$ cat config.mk
export PLATFORM = sky130hd
export DESIGN_NAME = rsdec_syndrome_calc_flat
export DESIGN_NICKNAME = d
export VERILOG_FILES = /design/src/rtl/rsdec_syndrome_calc_if.sv /design/src/rtl/rsdec_syndrome_calc.sv /design/src/flat_wrapper.sv
export SDC_FILE = /design/constraint.sdc
export NUM_CORES = 2
export LEC_CHECK = 0
export ABC_AREA = 1
export BUFFER_PORTS_ARGS = -buffer_cell sky130_fd_sc_hd__buf_2
export CORE_ASPECT_RATIO = 0.75
export CORE_MARGIN = 2
export CORE_UTILIZATION = 35
export DETAILED_ROUTE_END_ITERATION = 10
export PLACE_DENSITY = 0.48
export SETUP_SLACK_MARGIN = 0.5
export SYNTH_ARGS = -nofsm -noshare
export SYNTH_HDL_FRONTEND = slang
export SYNTH_SLANG_ARGS = --single-unit
$ cat constraint.sdc
create_clock -name clk -period 5.6 [get_ports clk]
set_input_delay 0 -clock clk [delete_from_list [all_inputs] [get_ports clk]]
set_output_delay 0 -clock clk [all_outputs]
set_load 0.01 [all_outputs]
$ cat src/rtl/rsdec_syndrome_calc_if.sv
// Symbol input and syndrome hand-over bus of the RS(255,223) syndrome stage.
interface rsdec_syndrome_calc_if;
  localparam int unsigned NR = 32;
  localparam int unsigned SW = 8;

  logic                  in_valid;
  logic                  in_ready;
  logic [SW-1:0]         in_data;
  logic                  in_last;
  logic                  out_valid;
  logic                  out_ack;
  logic [NR-1:0][SW-1:0] syndrome;
  logic                  syn_nonzero;
  logic                  len_err;

  modport master (
    output in_valid, in_data, in_last, out_ack,
    input  in_ready, out_valid, syndrome, syn_nonzero, len_err
  );

  modport slave (
    input  in_valid, in_data, in_last, out_ack,
    output in_ready, out_valid, syndrome, syn_nonzero, len_err
  );
endinterface

$ cat src/rtl/rsdec_syndrome_calc.sv
// RS(255,223) syndrome stage: Horner accumulation of 32 syndromes over GF(2^8)/0x187,
// handed to the next stage through an accumulator/hold double buffer.
module rsdec_syndrome_calc #(
  parameter int unsigned N_SYM      = 255,
  parameter int unsigned FIRST_ROOT = 0
) (
  input logic                  clk,
  input logic                  rst_n,
  rsdec_syndrome_calc_if.slave bus
);
  localparam int unsigned NR = 32;
  localparam int unsigned SW = 8;
  localparam int unsigned CW = 8;
  localparam logic [CW-1:0] LAST_CNT = CW'(N_SYM - 1);

  typedef enum logic {ACC, FULL} state_t;

  state_t                state, state_next;
  logic [CW-1:0]         cnt;
  logic [NR-1:0][SW-1:0] acc;
  logic [NR-1:0][SW-1:0] acc_nxt_c;
  logic [NR-1:0][SW-1:0] hold_src_c;
  logic                  xfer_c, frame_end_c, load_new_c, load_acc_c;

  // Multiply by alpha^k; k is an elaboration constant, so this folds to an XOR network.
  function automatic logic [SW-1:0] mul_alpha_pow(input logic [SW-1:0] a, input int unsigned k);
    logic [SW-1:0] r;
    r = a;
    for (int unsigned j = 0; j < k; j++) begin
      r = {r[SW-2:0], 1'b0} ^ (r[SW-1] ? SW'(8'h87) : SW'(8'h00));
    end
    return r;
  endfunction

  for (genvar gi = 0; gi < NR; gi++) begin : g_horner
    localparam int unsigned EXP = (FIRST_ROOT + gi) % 255;
    assign acc_nxt_c[gi] = (cnt == '0) ? bus.in_data
                                       : (mul_alpha_pow(acc[gi], EXP) ^ bus.in_data);
  end

  assign xfer_c      = bus.in_valid & bus.in_ready;
  assign frame_end_c = xfer_c & (bus.in_last | (cnt == LAST_CNT));
  assign hold_src_c  = load_new_c ? acc_nxt_c : acc;

  always_ff @(posedge clk or negedge rst_n) begin
    if (!rst_n) state <= ACC;
    else        state <= state_next;
  end

  // Accumulator side: finished frame goes straight to hold if it is free, else parks in acc.
  always_comb begin
    state_next = state;
    load_new_c = 1'b0;
    load_acc_c = 1'b0;
    case (state)
      ACC: begin
        if (frame_end_c) begin
          if (!bus.out_valid || bus.out_ack) load_new_c = 1'b1;
          else                               state_next = FULL;
        end
      end
      FULL: begin
        if (bus.out_valid && bus.out_ack) begin
          load_acc_c = 1'b1;
          state_next = ACC;
        end
      end
      default: state_next = ACC;
    endcase
  end

  always_ff @(posedge clk or negedge rst_n) begin
    if (!rst_n) begin
      bus.in_ready    <= 1'b1;
      cnt             <= '0;
      acc             <= '0;
      bus.syndrome    <= '0;
      bus.out_valid   <= 1'b0;
      bus.syn_nonzero <= 1'b0;
      bus.len_err     <= 1'b0;
    end else begin
      bus.in_ready <= (state_next == ACC);
      bus.len_err  <= frame_end_c & (bus.in_last != (cnt == LAST_CNT));
      if (xfer_c) begin
        acc <= acc_nxt_c;
        cnt <= frame_end_c ? '0 : cnt + CW'(1);
      end
      // A load on the ack edge keeps out_valid high with the new frame.
      if (load_new_c || load_acc_c) begin
        bus.syndrome    <= hold_src_c;
        bus.syn_nonzero <= |hold_src_c;
        bus.out_valid   <= 1'b1;
      end else if (bus.out_ack) begin
        bus.out_valid <= 1'b0;
      end
    end
  end
endmodule

$ cat src/flat_wrapper.sv
// flat-port wrapper written by rule: the top's interface ports become plain ports
module rsdec_syndrome_calc_flat 
#(
  parameter int unsigned N_SYM      = 255,
  parameter int unsigned FIRST_ROOT = 0
)
  (clk, rst_n, bus_in_valid, bus_in_data, bus_in_last, bus_out_ack, bus_in_ready, bus_out_valid, bus_syndrome, bus_syn_nonzero, bus_len_err);
  rsdec_syndrome_calc_if bus_i ();
  input logic clk;
  input logic rst_n;
  input wire logic [$bits(bus_i.in_valid)-1:0] bus_in_valid;
  input wire logic [$bits(bus_i.in_data)-1:0] bus_in_data;
  input wire logic [$bits(bus_i.in_last)-1:0] bus_in_last;
  input wire logic [$bits(bus_i.out_ack)-1:0] bus_out_ack;
  output wire logic [$bits(bus_i.in_ready)-1:0] bus_in_ready;
  output wire logic [$bits(bus_i.out_valid)-1:0] bus_out_valid;
  output wire logic [$bits(bus_i.syndrome)-1:0] bus_syndrome;
  output wire logic [$bits(bus_i.syn_nonzero)-1:0] bus_syn_nonzero;
  output wire logic [$bits(bus_i.len_err)-1:0] bus_len_err;
  assign bus_i.in_valid = bus_in_valid;
  assign bus_i.in_data = bus_in_data;
  assign bus_i.in_last = bus_in_last;
  assign bus_i.out_ack = bus_out_ack;
  assign bus_in_ready = bus_i.in_ready;
  assign bus_out_valid = bus_i.out_valid;
  assign bus_syndrome = bus_i.syndrome;
  assign bus_syn_nonzero = bus_i.syn_nonzero;
  assign bus_len_err = bus_i.len_err;
  rsdec_syndrome_calc #(.N_SYM(N_SYM), .FIRST_ROOT(FIRST_ROOT)) u_core (.clk(clk), .rst_n(rst_n), .bus(bus_i));
endmodule
==> results.py <==
metrics = {
    "final_layout": {
        "area_growth_pct": 17.39,
        "mostFrequentLayoutCell": "nand2_1",
        "drive_above_1_share_pct": 16.83,
        "finalNetCount": 6473,
        "final_cell_mix": "nand2_1 (1892), nand3_1 (895), dfrtp_1 (515)",
        "fin_cells": 8056,
        "n_antenna_cell": 0,
    },
    "place": {
        "hpwl_mm": 110.2,
        "dp_slack_ns": -0.3080,
        "port_buffers": 272,
        "gp_congestion": 0.8866,
        "placed_cells": 7904,
    },
    "clocking": {
        "cts_sinks": 525,
        "clk_pin_slew_ns": 0.06,
        "tritoncts": "built",
        "htreeDepth": 3,
        "numCtsBuffers": 66,
        "root_buffer": "clkbuf_16",
        "clk_latency_ns": 0.67,
        "clk_path_buf_depth": 3,
    },
    "worst_hold_path": {
        "min_from": "bus_out_ack",
        "worstHoldEndpoint": "u_core.bus.in_ready",
        "hold_class": "in -> reg",
        "hold_depth": 4,
    },
    "worst_setup_path": {
        "cp.arrival_ns": 5.94,
        "cp-startpoint": "u_core.cnt[0]",
        "crit_path_start_kind": "flip-flop",
        "crit_fanout": 10,
        "r2r-start": "u_core.cnt[0]",
        "cp_slowest_cell": "dfrtp_1",
        "r2r_setup_slack_ns": 0.19,
        "cpMostUsedCell": "nor2_1",
        "worst_ep_required_time_ns": 6.13,
        "critPathKind": "reg -> reg",
        "endpoint_kind": "flip-flop",
        "regToRegEndpoint": "u_core.bus.syn_nonzero",
        "max_stage_delay_ns": 0.35,
        "ff2ff_path_depth": 43,
    },
    "yosys": {
        "syn_area_um2": 41300,
        "synth_top_cell_by_area": "dfrtp_1",
        "synthCells": 6155,
        "ys_warn_count": 0,
        "async_flop_share_pct": 100.0,
        "ys.flop_type": "dfrtp_1",
        "synth_area_per_cell_um2": 6.710,
        "yosys.area.top_type_share_pct": 31.75,
        "ys_seq_elements": 525,
        "synth_area_leaders": "dfrtp_1 (32%), nand2_1 (17%), nand3_1 (11%), xor2_1 (7.6%), o21ai_0 (5.2%)",
        "seq_area_frac_synth_pct": 31.81,
        "synth_edf_count": 0,
        "syn-num-nets": 6172,
        "synthDistinctLibCells": 44,
    },
    "global_route": {
        "grt_pass1_vias": 38028,
        "grt_use_total_pct": 25.12,
        "gr-usage-met2_pct": 38.85,
        "grt-busiest-layer": "met2",
        "grt_use_met1_pct": 37.39,
        "met3_usage_pct": 3.171,
        "overflow": 0,
        "grt_max_degree": 223,
        "grt_pass1_wl_mm": 235.5,
        "antenna_found_initial": 3,
    },
    "timing": {
        "finalHoldViolations": 0,
        "layout_min_cycle_time_ns": 5.408,
        "finalCritPeriodShare_pct": 96.57,
        "fin_hold_ws_ns": 0.2255,
        "fin_ws_ns": 0.1923,
        "worst_pin_slew_ns": 0.9677,
        "maxSlewHeadroom_pct": 35.49,
        "fin_skew_ns": 0.03011,
        "report.final.setup_viol": 0,
        "rsz0062_at_grt": "true",
        "slew_violations": 0,
        "max_freq_ghz": 0.1849,
    },
    "routing": {
        "wl_per_cell_um": 19.31,
        "first_iter_violations": 3545,
        "finalWirelength_mm": 155.6,
        "vias_per_cell": 5.149,
        "drc": 0,
        "detail-route-antenna-nets": 0,
        "firstDrtPassIters": 6,
        "vias": 41477,
    },
    "die": {
        "ioPinCount": 273,
        "fp-row-count": 109,
        "start_util_pct": 35.17,
        "die_width_um": 400.7,
        "die_area_um2": 120800,
        "core_area_um2": 117400,
        "die_h_um": 301.5,
    },
    "run": {
        "max-cap-violations": 0,
    },
    "status": {
        "status": "complete, no violations",
    },
}
[cell usage after synthesis, types with 2 or more instances]
cell type and number:
o21ai_1 19, nand2_2 166, nor2_1 342, nand2_4 43, buf_2 64, or2_0 2
or2_2 23, buf_1 43, xnor2_1 136, a21oi_1 16, xnor3_1 8, nand3_1 907
a31oi_1 176, a21o_1 2, or2_1 6, xnor2_2 5, clkbuf_2 2, nand3_2 77
nor3_1 3, xor2_1 359, ha_1 4, buf_4 18, nand2_1 1914, dfrtp_1 524
nand4_1 122, clkbuf_1 172, o21ai_0 427, inv_1 474, nand3b_1 37, xor2_2 13
inv_2 36, clkinv_1 3
[kinds of logic (layout without fill, tap and decap cells)]
group,count (synthesis),in the layout,share of synthesized area (%)
adder cells (fa/ha/maj),4,4,0.1212
AO/OA/AOI/OAI,643,643,8.356
XOR/XNOR,522,522,11.71
buffers and inverters,813,1160,7.771
AND/OR/NAND/NOR,3648,3648,40.23
flip-flops,525,525,31.81
[metal layers]
metal	up-vias	share of wire, %
met5	-	0
met4	0	1.9
met3	150	5.2
met2	1079	44
met1	19639	49
li1	20609	-
[worst max path at each step]
| stage | end | slack (ns) | cells past startpoint |
|---|---|---|---|
| after floorplan | u_core.bus.syn_nonzero | 1.13 | 36 |
| after global placement | u_core.bus.syn_nonzero | -0.33 | 42 |
| after detailed placement | u_core.bus.syn_nonzero | -0.31 | 42 |
| after CTS | u_core.bus.syn_nonzero | 0.22 | 44 |
| after global routing | u_core.bus.syn_nonzero | -0.23 | 45 |
| final | u_core.bus.syn_nonzero | 0.19 | 43 |
[per-stage QoR]
stage                     util (%)  setup TNS [ns]  cell area, um^2
after global routing         41.29         -0.2279            48480
after global placement       38.53         -0.3292            45240
final                        41.29               0            48480
after CTS                    40.76               0            47860
after detailed placement     38.53         -0.3080            45240
after floorplan                  -               0            41300
[cell type report]
| type | count | area, um^2 |
|---|---|---|
| fill | 12409 | 68940 |
| multi-input combinational | 4817 | 25410 |
| sequential | 525 | 13150 |
| timing repair buffer | 527 | 3643 |
| inverter | 513 | 1957 |
| tap | 1554 | 1944 |
| clock buffer | 87 | 1843 |
| clock inverter | 27 | 400.4 |
| timing repair inverter | 6 | 127.6 |
[sequential cells by signal (all words and copies together) (netlist names)]
signal / flops
u_core.acc: 256
u_core.bus.syndrome: 256
u_core.cnt: 8
u_core.bus.in_ready: 1
u_core.bus.len_err: 1
u_core.bus.out_valid: 1
u_core.bus.syn_nonzero: 1
u_core.state: 1
[what timing repair did]
item | 4_1_cts | 5_1_grt
hold buffers | 14 | 0
pin swaps | 13 | 31
endpoints found under the setup margin | 1 | 5
buffers inserted | 4 | 13
gates cloned | 4 | 3
resized for setup | 56 | 120
endpoints found under the hold margin | 395 | 0
[critical path, delay by kind of cell, from the launching register on]
family,cells,cell delay [ns]
DFF,1,0.35
and+or+nand+nor,34,3.42
adders and majority gates,2,0.41
AOI/OAI and AO/OA,1,0.28
buffers and inverters,6,0.82
Power is left out: the tool's default activity adds up to more than one toggle a clock period on the data nets, which glitch-free logic cannot reach.
